`src/rtl/krnl_ctrl_multichan_if.sv`:
```
// Host-control and per-channel handshake bundle for krnl_ctrl_multichan.
// master = host/engine side driving start and done, slave = the sequencer.
interface krnl_ctrl_multichan_if #(
  parameter int C_NUM_CHANNELS    = 4,
  parameter int C_XFER_SIZE_WIDTH = 32,
  parameter int C_CYCLE_CNT_WIDTH = 32
);
  logic                         ap_start;
  logic                         ap_continue;
  logic                         ap_idle;
  logic                         ap_ready;
  logic                         ap_done;
  logic [C_XFER_SIZE_WIDTH-1:0] ctrl_xfer_size_in_bytes;
  logic [C_NUM_CHANNELS-1:0]    ctrl_channel_mask;
  logic [C_NUM_CHANNELS-1:0]    ch_start;
  logic [C_NUM_CHANNELS-1:0]    ch_done;
  logic [C_XFER_SIZE_WIDTH-1:0] ch_xfer_size;
  logic [C_CYCLE_CNT_WIDTH-1:0] cycle_count;

  modport master (
    output ap_start, ap_continue, ctrl_xfer_size_in_bytes, ctrl_channel_mask, ch_done,
    input  ap_idle, ap_ready, ap_done, ch_start, ch_xfer_size, cycle_count
  );

  modport slave (
    input  ap_start, ap_continue, ctrl_xfer_size_in_bytes, ctrl_channel_mask, ch_done,
    output ap_idle, ap_ready, ap_done, ch_start, ch_xfer_size, cycle_count
  );
endinterface

```
`src/rtl/krnl_ctrl_multichan.sv`:
```
// Multi-channel ap_ctrl sequencer: launches enabled engines, merges their done pulses, times the run.
// Define KRNL_CTRL_CHAIN_EN for ap_ctrl_chain (ap_done held until ap_continue); default is ap_ctrl_hs.
module krnl_ctrl_multichan #(
  parameter int C_NUM_CHANNELS       = 4,
  parameter int C_XFER_SIZE_WIDTH    = 32,
  parameter int C_DEFAULT_XFER_BYTES = 16384,
  parameter int C_CYCLE_CNT_WIDTH    = 32
) (
  input logic                  ap_clk,
  input logic                  areset,
  krnl_ctrl_multichan_if.slave ctrl
);

  typedef enum logic [1:0] {
    S_IDLE   = 2'd0,
    S_LAUNCH = 2'd1,
    S_RUN    = 2'd2,
    S_DONE   = 2'd3
  } state_t;

  localparam logic [C_XFER_SIZE_WIDTH-1:0] DEFAULT_XFER =
    C_XFER_SIZE_WIDTH'(C_DEFAULT_XFER_BYTES);
  localparam logic [C_CYCLE_CNT_WIDTH-1:0] CNT_ONE = {{(C_CYCLE_CNT_WIDTH-1){1'b0}}, 1'b1};

  state_t                       state_q;
  logic                         ap_start_q;
  logic                         ap_ready_q;
  logic [C_NUM_CHANNELS-1:0]    mask_q;
  logic [C_NUM_CHANNELS-1:0]    done_seen_q;
  logic [C_NUM_CHANNELS-1:0]    ch_start_q;
  logic [C_XFER_SIZE_WIDTH-1:0] xfer_size_q;
  logic [C_CYCLE_CNT_WIDTH-1:0] cycle_cnt_q;

  logic                         start_pulse_d;
  logic [C_NUM_CHANNELS-1:0]    done_seen_d;
  logic                         run_complete_d;
  logic [C_CYCLE_CNT_WIDTH-1:0] cycle_cnt_d;

  // Rising-edge detect on the host start level and merge of this cycle's done pulses
  always_comb begin
    start_pulse_d  = ctrl.ap_start & ~ap_start_q;
    done_seen_d    = done_seen_q | (ctrl.ch_done & mask_q);
    run_complete_d = (done_seen_d == mask_q);
    if (cycle_cnt_q == {C_CYCLE_CNT_WIDTH{1'b1}}) begin
      cycle_cnt_d = cycle_cnt_q;
    end else begin
      cycle_cnt_d = cycle_cnt_q + CNT_ONE;
    end
  end

  // Sequencer state and all registered outputs
  always_ff @(posedge ap_clk) begin
    if (areset) begin
      state_q     <= S_IDLE;
      ap_start_q  <= 1'b0;
      ap_ready_q  <= 1'b0;
      mask_q      <= {C_NUM_CHANNELS{1'b0}};
      done_seen_q <= {C_NUM_CHANNELS{1'b0}};
      ch_start_q  <= {C_NUM_CHANNELS{1'b0}};
      xfer_size_q <= DEFAULT_XFER;
      cycle_cnt_q <= {C_CYCLE_CNT_WIDTH{1'b0}};
    end else begin
      ap_start_q <= ctrl.ap_start;
      ap_ready_q <= 1'b0;
      ch_start_q <= {C_NUM_CHANNELS{1'b0}};
      case (state_q)
        S_IDLE: begin
          if (start_pulse_d) begin
            mask_q      <= ctrl.ctrl_channel_mask;
            ch_start_q  <= ctrl.ctrl_channel_mask;
            ap_ready_q  <= 1'b1;
            done_seen_q <= {C_NUM_CHANNELS{1'b0}};
            cycle_cnt_q <= {C_CYCLE_CNT_WIDTH{1'b0}};
            // A zero request means "use the kernel default size"
            if (ctrl.ctrl_xfer_size_in_bytes == {C_XFER_SIZE_WIDTH{1'b0}}) begin
              xfer_size_q <= DEFAULT_XFER;
            end else begin
              xfer_size_q <= ctrl.ctrl_xfer_size_in_bytes;
            end
            state_q <= S_LAUNCH;
          end
        end
        S_LAUNCH: begin
          done_seen_q <= done_seen_d;
          cycle_cnt_q <= cycle_cnt_d;
          state_q     <= S_RUN;
        end
        S_RUN: begin
          done_seen_q <= done_seen_d;
          cycle_cnt_q <= cycle_cnt_d;
          if (run_complete_d) begin
            state_q <= S_DONE;
          end
        end
        S_DONE: begin
`ifdef KRNL_CTRL_CHAIN_EN
          if (ctrl.ap_continue) begin
            state_q <= S_IDLE;
          end
`else
          state_q <= S_IDLE;
`endif
        end
        default: begin
          state_q <= S_IDLE;
        end
      endcase
    end
  end

`ifndef KRNL_CTRL_CHAIN_EN
  logic unused_continue_d;
  assign unused_continue_d = ctrl.ap_continue;
`endif

  assign ctrl.ap_idle      = (state_q == S_IDLE);
  assign ctrl.ap_done      = (state_q == S_DONE);
  assign ctrl.ap_ready     = ap_ready_q;
  assign ctrl.ch_start     = ch_start_q;
  assign ctrl.ch_xfer_size = xfer_size_q;
  assign ctrl.cycle_count  = cycle_cnt_q;

endmodule

```
`src/flat_wrapper.sv`:
```
// flat-port wrapper written by rule: the top's interface ports become plain ports
module krnl_ctrl_multichan_flat 
#(
  parameter int C_NUM_CHANNELS       = 4,
  parameter int C_XFER_SIZE_WIDTH    = 32,
  parameter int C_DEFAULT_XFER_BYTES = 16384,
  parameter int C_CYCLE_CNT_WIDTH    = 32
)
  (ap_clk, areset, ctrl_ap_start, ctrl_ap_continue, ctrl_ctrl_xfer_size_in_bytes, ctrl_ctrl_channel_mask, ctrl_ch_done, ctrl_ap_idle, ctrl_ap_ready, ctrl_ap_done, ctrl_ch_start, ctrl_ch_xfer_size, ctrl_cycle_count);
  krnl_ctrl_multichan_if #(.C_NUM_CHANNELS(C_NUM_CHANNELS), .C_XFER_SIZE_WIDTH(C_XFER_SIZE_WIDTH), .C_CYCLE_CNT_WIDTH(C_CYCLE_CNT_WIDTH)) ctrl_i ();
  input logic ap_clk;
  input logic areset;
  input wire logic [$bits(ctrl_i.ap_start)-1:0] ctrl_ap_start;
  input wire logic [$bits(ctrl_i.ap_continue)-1:0] ctrl_ap_continue;
  input wire logic [$bits(ctrl_i.ctrl_xfer_size_in_bytes)-1:0] ctrl_ctrl_xfer_size_in_bytes;
  input wire logic [$bits(ctrl_i.ctrl_channel_mask)-1:0] ctrl_ctrl_channel_mask;
  input wire logic [$bits(ctrl_i.ch_done)-1:0] ctrl_ch_done;
  output wire logic [$bits(ctrl_i.ap_idle)-1:0] ctrl_ap_idle;
  output wire logic [$bits(ctrl_i.ap_ready)-1:0] ctrl_ap_ready;
  output wire logic [$bits(ctrl_i.ap_done)-1:0] ctrl_ap_done;
  output wire logic [$bits(ctrl_i.ch_start)-1:0] ctrl_ch_start;
  output wire logic [$bits(ctrl_i.ch_xfer_size)-1:0] ctrl_ch_xfer_size;
  output wire logic [$bits(ctrl_i.cycle_count)-1:0] ctrl_cycle_count;
  assign ctrl_i.ap_start = ctrl_ap_start;
  assign ctrl_i.ap_continue = ctrl_ap_continue;
  assign ctrl_i.ctrl_xfer_size_in_bytes = ctrl_ctrl_xfer_size_in_bytes;
  assign ctrl_i.ctrl_channel_mask = ctrl_ctrl_channel_mask;
  assign ctrl_i.ch_done = ctrl_ch_done;
  assign ctrl_ap_idle = ctrl_i.ap_idle;
  assign ctrl_ap_ready = ctrl_i.ap_ready;
  assign ctrl_ap_done = ctrl_i.ap_done;
  assign ctrl_ch_start = ctrl_i.ch_start;
  assign ctrl_ch_xfer_size = ctrl_i.ch_xfer_size;
  assign ctrl_cycle_count = ctrl_i.cycle_count;
  krnl_ctrl_multichan #(.C_NUM_CHANNELS(C_NUM_CHANNELS), .C_XFER_SIZE_WIDTH(C_XFER_SIZE_WIDTH), .C_DEFAULT_XFER_BYTES(C_DEFAULT_XFER_BYTES), .C_CYCLE_CNT_WIDTH(C_CYCLE_CNT_WIDTH)) u_core (.ap_clk(ap_clk), .areset(areset), .ctrl(ctrl_i));
endmodule
```
`config.mk`:
```
export PLATFORM = sky130hd
export DESIGN_NAME = krnl_ctrl_multichan_flat
export DESIGN_NICKNAME = d
export VERILOG_FILES = /design/src/rtl/krnl_ctrl_multichan_if.sv /design/src/rtl/krnl_ctrl_multichan.sv /design/src/flat_wrapper.sv
export SDC_FILE = /design/constraint.sdc
export NUM_CORES = 1
export LEC_CHECK = 0
export CAP_MARGIN = 30
export CORE_MARGIN = 3
export CORE_UTILIZATION = 50
export DETAILED_ROUTE_END_ITERATION = 10
export PLACE_DENSITY = 0.85
export SYNTH_ARGS = -nofsm -noshare
export SYNTH_HDL_FRONTEND = slang
export SYNTH_SLANG_ARGS = --single-unit
export TNS_END_PERCENT = 5
```
`constraint.sdc`:
```
create_clock -name ap_clk -period 3.6 [get_ports ap_clk]
set_input_delay 0.72 -clock ap_clk [delete_from_list [all_inputs] [get_ports ap_clk]]
set_output_delay 0.72 -clock ap_clk [all_outputs]
set_load 0.01 [all_outputs]
```
==> metrics.md, run 1 <==
| Metric | Value |
|---|---|
| Outcome | `finished, final reports clean` |
| Worst reg2reg startpoint | `u_core.state_q[0]` |
| Number of setup buffers added after CTS | `0` |
| Total track usage | `24.67%` |
| Post-CTS sizing | `0` |
| Critical-path cell with the highest stage delay | `a31oi_1` |
| Worst Path Arrival | `2850 ps` |
| Synth top area share | `43.67%` |
| Worst hold slack | `453.8 ps` |
| Sequential area share after synthesis | `43.67%` |
| Pre-CTS setup slack | `816.2 ps` |
| Synth Cell Area | `0.003667 mm2` |
| Hold Vio Cnt, Final | `0` |
| DP HPWL | `7287 um` |
| Clock latency on the worst-skew pair | `350 ps` |
| Setup violators final | `0` |
| Ranking of synthesized cells by area | `dfxtp_1 44%, nand2_1 9.8%, a21oi_1 8.5%` |
| Pin count of the biggest net entering global routing | `38` |
| Number of antenna violations at the first check in global routing | `0` |
| Biggest area consumer among synthesized cells | `dfxtp_1` |
| First-iteration detailed-routing DRC count | `224` |
| Slew headroom | `50.49%` |
| Clock-pin transition on the worst setup and hold timing paths | `80 ps` |
| First-pass GRT wire length | `17060 um` |
| Power Density | `545.1 mW/mm2` |
| Mapped Cells | `459` |
| Hold path start | `u_core.ctrl.ch_xfer_size[24]` |
| RSZ-0062 raised after global routing | `false` |
| WP buf/inv | `3` |
| IO Port Bufs | `113` |
| Share of layout cells above drive strength 1 | `6.130%` |
| DRC | `0` |
| Wire length per cell | `15.17 um` |
| GPL Wtd Cong | `0.9166` |
| Worst path cell trace | `inv_1, ha_1, buf_4, o211ai_1, a31oi_1, buf_4, a31oi_1, a311oi_1` |
| Mean Syn Cell Area | `7.990 um2` |
| Yosys cell types | `50` |
| Htree depth | `3` |
| Area Growth Syn to Fin | `37.94%` |
| Hold WC Path Type | `flip-flop to flip-flop` |
| Worst path max stage delay | `400 ps` |
| Max-slew violations | `0` |
| GRT overflow | `0` |
| Synth top cells by count | `96 x nand2_1, 80 x dfxtp_1, 62 x a21oi_1` |
| Worst setup EP type | `flip-flop` |
| Startpoint Class | `flip-flop` |
| Clk sinks | `80` |
| P_leak | `1.696 nW` |
| Cts bufs inserted | `9` |
| Tmin final | `2586 ps` |
| WL final | `10120 um` |
| Syn nets | `508` |
| CTS tree | `done` |
| CTS root buffer | `clkbuf_8` |
| CP delay by family, top | `compound AO/OA/AOI/OAI gates` |
| Max_cap viols | `0` |
| Vias | `3861` |
| Most common cell in the netlist | `nand2_1` |
| Die ar. | `0.008398 mm2` |
| Post-Layout Cell Count | `667` |
| Post-Place Cells | `652` |
| Ys flop type | `dfxtp_1` |
| DR pass1 iterations | `4` |
| Layout Skew | `9.166 ps` |
| Tot Pwr | `0.002757 W` |
| # rows | `30` |
| Post-synth EDFFs | `0` |
| Routed vias/inst | `5.789` |
| Die height | `91.64 um` |
| Synth Warn # | `0` |
| Fmax | `386.6 MHz` |
| Final worst-path setup slack | `1014 ps` |
| Starting Density | `52.81%` |
| Number of global-route vias before repair | `3633` |
| Ys async rst share | `0%` |
| CP Class | `flip-flop to flip-flop` |
| IO Pins | `115` |
| Final #Nets | `616` |
| Clock Path Buffers | `2` |
| Worst setup path startpoint | `u_core.state_q[0]` |
| Antenna diodes | `0` |
| Number of synthesized register bits | `80` |
| Slew @ Worst Pin | `740.4 ps` |
| Core Region | `0.006944 mm2` |
| Setup TNS | `0 ps` |
| Chip width | `91.64 um` |
| CP max FO | `37` |
| Worst vdd ir | `0.3746 mV` |
| ANT nets after route | `0` |
| Fin crit share | `71.84%` |
| Post-CTS Hold Fix Bufs | `0` |
| Required time worst endpoint | `3860 ps` |
## through the flow
stage,cell area (um2),util [%]
4_1_cts,5059,72.85
2_1_floorplan,3667,-
3_3_place_gp,4878,70.25
3_5_place_dp,4878,70.25
5_1_grt,5059,72.85
6_report,5059,72.85
## layer usage
metal  GRT usage, %  up-vias  part of all wire, %
met2          39.14      157                   47
met3          9.188       15                   10
met5              0        -                    0
li1               -     1882                    -
met1          30.52     1807                   41
met4          9.045        0                  1.7
## final cells by class
class                           instances  area, um2
Inverter                                8      30.03
Clock inverter                          4      28.78
Fill cell                             553       1886
Timing Repair Buffer                  122       1194
Sequential cell                        80       1602
Clock buffer                           11      151.4
Multi-Input combinational cell        346       1933
Tap cell                               96      120.1
## path summary, 6_finish.rpt
path / cells after the start / slack (ps) / endpoint
min: 2 / 450 / u_core.ctrl.ch_xfer_size[24]
max: 8 / 1010 / u_core.ctrl.cycle_count[10]
max reg2reg: 8 / 1010 / u_core.ctrl.cycle_count[10]
min reg2reg: 2 / 450 / u_core.ctrl.ch_xfer_size[24]
## cell families after synthesis
kind of cell | count (synthesis) | synth area share [%]
buffers and inverters | 33 | 3.684
AO/OA/AOI/OAI | 126 | 21.26
AND/OR/NAND/NOR | 212 | 28.83
multiplexers | 3 | 0.8530
adder cells (fa/ha/maj) | 5 | 1.706
flip-flops | 80 | 43.67
## flip-flops by register name, summed over array words and instances (netlist names)
name and cells:
u_core.ctrl.ch_xfer_size 32, u_core.ctrl.cycle_count 32, u_core.ctrl.ch_start 4, u_core.done_seen_q 4, u_core.mask_q 4, u_core.state_q 2, u_core.ap_start_q 1, u_core.ctrl.ap_ready 1
## tightest hold or removal path, delay by kind of cell (launching register included)
family	cells	cell delay, ps
simple gates	1	50
compound gates	1	50
flops	1	310
## cells in the final DEF, fill, tap and decap left out, types with 3 or more instances in the layout
master           instances
a21o_1                   5
a21oi_1                 62
a311oi_1                10
a31oi_1                  8
a32oi_1                  4
and2_1                   5
and3_1                   5
and4_1                   5
buf_4                    9
clkbuf_8                11
clkdlybuf4s50_1        112
dfxtp_1                 80
ha_1                     5
inv_1                    8
nand2_1                 96
nand2b_1                10
nand3_1                 17
nand3b_1                 5
nand4_1                  9
nor2_1                  21
nor3_1                  11
nor4_1                  13
o21a_1                   4
o21ai_0                 12
o21ai_1                  3
or3_1                    3
## report_power, final
part / switching [W] / internal (W)
Combinational: 0.000667 / 0.000439
Sequential: 0.0000632 / 0.000981
Clock: 0.000323 / 0.000286
Power figures use the tool's default switching activity.
==> run 2, diff against run 1 <==
Settings changed: CORE_UTILIZATION 50 to 47, PLACE_DENSITY 0.85 to 0.81.
Clock period 3.6 ns to 2.4 ns, I/O delays scaled along.
==> run 2 against run 1 <==
Net effect: clock power increased by 61%; combinational power grew 60%; count of clock-buffer cells in the layout increased by 1; via count fell by 0.41%; critical path type unchanged; critical path depth unchanged; register-to-register slack worse by 790 ps; largest cell class unchanged; sequential power up 50%; non-clock buffer count grew 8; flip-flop and latch count did not move; first-iteration DRC count shrank 18%.
==> metrics.md, run 2 (synthesized netlist as in run 1, its figures left out) <==
| Metric | Value |
|---|---|
| Worst reg2reg startpoint | `u_core.state_q[0]` |
| Final Cell Area | `0.005142 mm2 (+1.7%)` |
| Worst setup EP type | `flip-flop` |
| Area of the multi-input gates | `0.001933 mm2 (unchanged)` |
| Layout Skew | `11.67 ps (+2.503 ps)` |
| Worst path cell trace | `inv_1, ha_1, nand4_1, nor3_1, a31oi_1, buf_4, a21oi_1, a311oi_1` |
| Internal reg-to-reg setup slack | `220 ps (-790 ps)` |
| Antenna diodes | `0 (unchanged)` |
| Clock latency on the worst-skew pair | `350 ps (about the same)` |
| Number of antenna violations at the first check in global routing | `0 (unchanged)` |
| Fillers | `574 (+3.8%)` |
| IO Port Bufs | `113 (unchanged)` |
| Hold path start | `u_core.ctrl.ch_xfer_size[24]` |
| Fmax | `459.4 MHz (+19%)` |
| Die height | `94.33 um (+2.9%)` |
| Worst vdd ir | `0.4608 mV (+23%)` |
| Commonest non-fill, non-tap cells in the layout | `112 x clkdlybuf4s50_1, 96 x nand2_1, 80 x dfxtp_1` |
| Worst Path Arrival | `2390 ps (-460 ps)` |
| Area Growth Syn to Fin | `40.23%` |
| Fin crit share | `90.71% (+19 points)` |
| Worst hold endpoint | `u_core.ctrl.ch_xfer_size[24]` |
| Number of setup buffers added after CTS | `0 (unchanged)` |
| GRT overflow | `0 (unchanged)` |
| Routed vias/inst | `5.671 (-2.0%)` |
| WP buf/inv | `2 (-1)` |
| Post-CTS Hold Fix Bufs | `0 (unchanged)` |
| First-iteration detailed-routing DRC count | `183 (-18%)` |
| Starting Density | `49.50% (-3.3 points)` |
| Htree depth | `3 (unchanged)` |
| Worst path max stage delay | `430 ps (+30 ps)` |
| WL final | `10510 um (+3.8%)` |
| Number of global-route vias before repair | `3587 (-1.3%)` |
| Placed Area | `0.004955 mm2 (+1.6%)` |
| CP delay by family, top | `simple AND/OR/NAND/NOR gates` |
| Cts bufs inserted | `9 (unchanged)` |
| RSZ-0062 raised after global routing | `false` |
| Setup violators final | `0 (unchanged)` |
| Clock Path Buffers | `2 (unchanged)` |
| Critical-path cell with the highest stage delay | `nor3_1` |
| Vias | `3845 (-0.41%)` |
| ANT nets after route | `0 (unchanged)` |
| CTS tree | `done` |
| # rows | `31 (+3.3%)` |
| Post-CTS sizing | `0 (unchanged)` |
| Reg2Reg Capture Point | `u_core.ctrl.cycle_count[2]` |
| First-pass GRT wire length | `16870 um (-1.1%)` |
| DP HPWL | `7517 um (+3.2%)` |
| Outcome | `finished, final reports clean` |
| Max-slew violations | `0 (unchanged)` |
| Fin util | `69.41% (-3.4 points)` |
| Slew headroom | `69.81% (+19 points)` |
| Tmin final | `2177 ps (-409.4 ps)` |
| Slew @ Worst Pin | `449.4 ps (-291.0 ps)` |
| Clock-pin transition on the worst setup and hold timing paths | `80 ps (about the same)` |
| CP Class | `flip-flop to flip-flop` |
| Hold path depth | `2 (unchanged)` |
| IO Pins | `115 (unchanged)` |
| Final #Nets | `624 (+1.3%)` |
| Chip width | `94.33 um (+2.9%)` |
| GPL Wtd Cong | `0.8722 (-4.8%)` |
| Share of layout cells above drive strength 1 | `7.081% (+0.95 points)` |
| DRC | `0 (unchanged)` |
| Total track usage | `23.78% (-0.89 points)` |
| Worst R2R Path Depth | `8 (unchanged)` |
| DR pass1 iterations | `5 (+1)` |
| Power Density | `839.7 mW/mm2 (+54%)` |
| CP max FO | `9 (-76%)` |
| Tot Pwr | `0.004318 W (+57%)` |
| Most common cell after layout, fill and taps aside | `clkdlybuf4s50_1` |
| Hold Vio Cnt, Final | `0 (unchanged)` |
| Core Region | `0.007408 mm2 (+6.7%)` |
| Pin count of the biggest net entering global routing | `37 (-2.6%)` |
| Required time worst endpoint | `2610 ps (-1250 ps)` |
| Startpoint Class | `flip-flop` |
| Hold WC Path Type | `flip-flop to flip-flop` |
| Max_cap viols | `0 (unchanged)` |
| Wire length per cell | `15.50 um (+2.1%)` |
| Clk sinks | `80 (unchanged)` |
| Setup TNS | `0 ps (unchanged)` |
| Flip-flop and latch area | `0.001602 mm2 (unchanged)` |
| Die ar. | `0.008898 mm2 (+6.0%)` |
| P_leak | `1.744 nW (+2.8%)` |
| CTS root buffer | `clkbuf_8` |
-- run 2: cell type report --
cell class	instances	area share (%)
clock inverter	3	0.8273
multi-input combinational	346	37.59
sequential	80	31.14
clock buffer	12	2.822
tap	99	2.409
timing repair buffer	130	24.62
inverter	8	0.5839
-- run 2: power breakdown --
group | internal (W) | switching (W)
combinational | 0.000743 | 0.00103
clock | 0.000503 | 0.000475
sequential | 0.00147 | 0.0000935
-- run 2: how the worst max path moves through the flow --
stage                                        endpoint                         from  cells past startpoint  slack (ps)
after floorplan           u_core.ctrl.cycle_count[29]  u_core.ctrl.cycle_count[12]                      6         380
after global routing      u_core.ctrl.cycle_count[11]            u_core.state_q[0]                      7          30
after global placement    u_core.ctrl.cycle_count[26]                ctrl_ap_start                      7         170
after CTS                 u_core.ctrl.cycle_count[26]            u_core.state_q[0]                      8         240
after detailed placement   u_core.ctrl.cycle_count[2]                ctrl_ap_start                      7         130
final                      u_core.ctrl.cycle_count[2]            u_core.state_q[0]                      8         220
-- run 2: tightest hold or removal path, stage by stage, from the launching register on --
cell	delay, ps
dfxtp_1	310
nand2_1	50
a21oi_1	50
-- run 2: metal layers --
metal / global-route usage [%] / part of all wire, %
met4: 7.100 / 1.3
met2: 38.71 / 46
met3: 9.163 / 11
met5: 0 / 0
met1: 29.20 / 41
-- run 2: stage by stage --
step	worst slack (ps)	hold WS, ps	instances
floorplan	376.8	452.6	459
global placement	165.3	441.2	663
detailed placement	129.8	445.7	663
CTS	241.8	455.7	678
global route	32.80	471.2	678
finish	223.1	456.4	678
==> run 3, diff against run 2 <==
Settings changed: CORE_UTILIZATION 47 to 51, DONT_BUFFER_PORTS set to 1, MAX_ROUTING_LAYER set to met4, PLACE_DENSITY 0.81 to 0.66.
==> run 3 against run 2 <==
Net effect: largest power group is now registers; largest cell class unchanged; highest routed layer unchanged; combinational power fell by 24%; die area fell by 7.3%; sequential power rose by 4%; flip-flop and latch count did not move; fmax rose by 1.9%.
==> metrics.md, run 3 (synthesized netlist as in run 1, its figures left out) <==
| Metric | Value |
|---|---|
| Outcome | `finished, final reports clean` |
| CTS root buffer | `clkbuf_8` |
| GPL Wtd Cong | `0.8477 (-2.8%)` |
| Slew headroom | `69.60% (-0.20 points)` |
| Wire length per cell | `16.97 um (+9.5%)` |
| Fillers | `653 (+14%)` |
| Setup TNS | `0 ps (unchanged)` |
| DRC | `0 (unchanged)` |
| Htree depth | `3 (unchanged)` |
| CP max FO | `7 (-2)` |
| Area Growth Syn to Fin | `9.963%` |
| CTS tree | `done` |
| First-iteration detailed-routing DRC count | `192 (+4.9%)` |
| Area of the multi-input gates | `0.001938 mm2 (+0.26%)` |
| Final worst-path setup slack | `264.3 ps (+41.26 ps)` |
| WL final | `9637 um (-8.3%)` |
| Starting Density | `53.39% (+3.9 points)` |
| Fmax | `468.2 MHz (+1.9%)` |
| Fin crit share | `88.99% (-1.7 points)` |
| Die height | `90.80 um (-3.7%)` |
| Slew @ Worst Pin | `451.8 ps (+2.365 ps)` |
| Tmin final | `2136 ps (-41.26 ps)` |
| Placed Area | `0.003850 mm2 (-22%)` |
| # rows | `30 (-3.2%)` |
| Post-CTS sizing | `0 (unchanged)` |
| Antenna diodes | `0 (unchanged)` |
| Number of global-route vias before repair | `3253 (-9.3%)` |
| Chip width | `90.80 um (-3.7%)` |
| Share of layout cells above drive strength 1 | `10.38% (+3.3 points)` |
| Worst hold slack | `193.6 ps (-262.8 ps)` |
| Final Cell Area | `0.004033 mm2 (-22%)` |
| Critical-path cell with the highest stage delay | `a31oi_2` |
| Die ar. | `0.008245 mm2 (-7.3%)` |
| Commonest non-fill, non-tap cells in the layout | `96 x nand2_1, 80 x dfxtp_1, 62 x a21oi_1` |
| DR pass1 iterations | `5 (unchanged)` |
| Max-slew violations | `0 (unchanged)` |
| Startpoint Class | `flip-flop` |
| Clock Path Buffers | `2 (unchanged)` |
| RSZ-0062 raised after global routing | `false` |
| Layout Skew | `10.00 ps (-1.667 ps)` |
| Worst path max stage delay | `410 ps (-20 ps)` |
| Worst setup EP type | `flip-flop` |
| Flip-flop and latch area | `0.001602 mm2 (unchanged)` |
| First-pass GRT wire length | `15710 um (-6.9%)` |
| CP Class | `flip-flop to flip-flop` |
| Clock-pin transition on the worst setup and hold timing paths | `90 ps (about the same)` |
| Vias | `3432 (-11%)` |
| ANT nets after route | `0 (unchanged)` |
| Pin count of the biggest net entering global routing | `79 (+110%)` |
| Core Region | `0.006869 mm2 (-7.3%)` |
| Setup violators final | `0 (unchanged)` |
| Clock latency on the worst-skew pair | `350 ps (about the same)` |
| Post-CTS Hold Fix Bufs | `0 (unchanged)` |
| Hold WC Path Type | `input pin to flip-flop` |
| Most common cell after layout, fill and taps aside | `nand2_1` |
| Clk sinks | `80 (unchanged)` |
| Routed vias/inst | `6.042 (+6.5%)` |
| Required time worst endpoint | `2650 ps (+40 ps)` |
| Number of setup buffers added after CTS | `0 (unchanged)` |
| Final #Nets | `516 (-17%)` |
| Power Density | `964.7 mW/mm2 (+15%)` |
| Worst path cell trace | `ha_1, and3_1, and4_1, a31oi_2, buf_4, o22ai_1, a22o_1` |
| Pre-CTS setup slack | `153.0 ps (+23.24 ps)` |
| Cts bufs inserted | `9 (unchanged)` |
| DP HPWL | `6686 um (-11%)` |
| Total track usage | `23.73% (-0.043 points)` |
| Worst vdd ir | `0.4848 mV (+5.2%)` |
| Number of antenna violations at the first check in global routing | `0 (unchanged)` |
| IO Pins | `115 (unchanged)` |
| Max_cap viols | `0 (unchanged)` |
| GRT overflow | `0 (unchanged)` |
| Hold Vio Cnt, Final | `0 (unchanged)` |
| P_leak | `1.348 nW (-23%)` |
| Worst Path Arrival | `2380 ps (about the same)` |
| IO Port Bufs | `0 (-100%)` |
run 3: where the power goes:
group / internal (W) / switching [W]
clock network: 0.000383 / 0.000536
logic: 0.000461 / 0.000891
registers: 0.00147 / 0.000148
run 3: stage by stage:
stage	power, W	utilization [%]	std cells
final	0.003890	58.71	568
after global routing	0.004137	58.71	568
after CTS	0.003902	58.63	568
after detailed placement	0.002997	56.05	552
after global placement	0.002970	56.05	552
after floorplan	0.002575	-	459
run 3: routing by layer:
layer	vias up	part of all wire, %	GRT usage [%]
li1	1683	-	-
met1	1611	43	28.61
met2	124	48	38.91
met3	14	7.8	6.250
met4	0	1.2	7.412
met5	-	0	-
run 3: final cells by class:
class,count,share of cell area (%)
clock buffers,9,3.072
clock inverters,7,1.334
inverters,8,0.7446
multi-input cells,346,48.06
flip-flops and latches,80,39.71
well taps,96,2.979
repair buffers,22,4.096
run 3: worst max-delay path: cells and delay by family (launching register included):
kind	cells	cell delay (ps)
simple gates	2	560
compound gates	3	680
buf+inv	1	240
flops	1	320
fa+ha+maj	1	230
run 3: path summary, 6_finish.rpt:
path	endpoint	start	cells after the start	slack [ps]
setup / recovery	u_core.ctrl.cycle_count[19]	u_core.ctrl.cycle_count[0]	7	260
setup reg to reg	u_core.ctrl.cycle_count[19]	u_core.ctrl.cycle_count[0]	7	260
hold / removal	u_core.mask_q[0]	areset	1	190
hold reg to reg	u_core.mask_q[2]	u_core.mask_q[2]	2	490
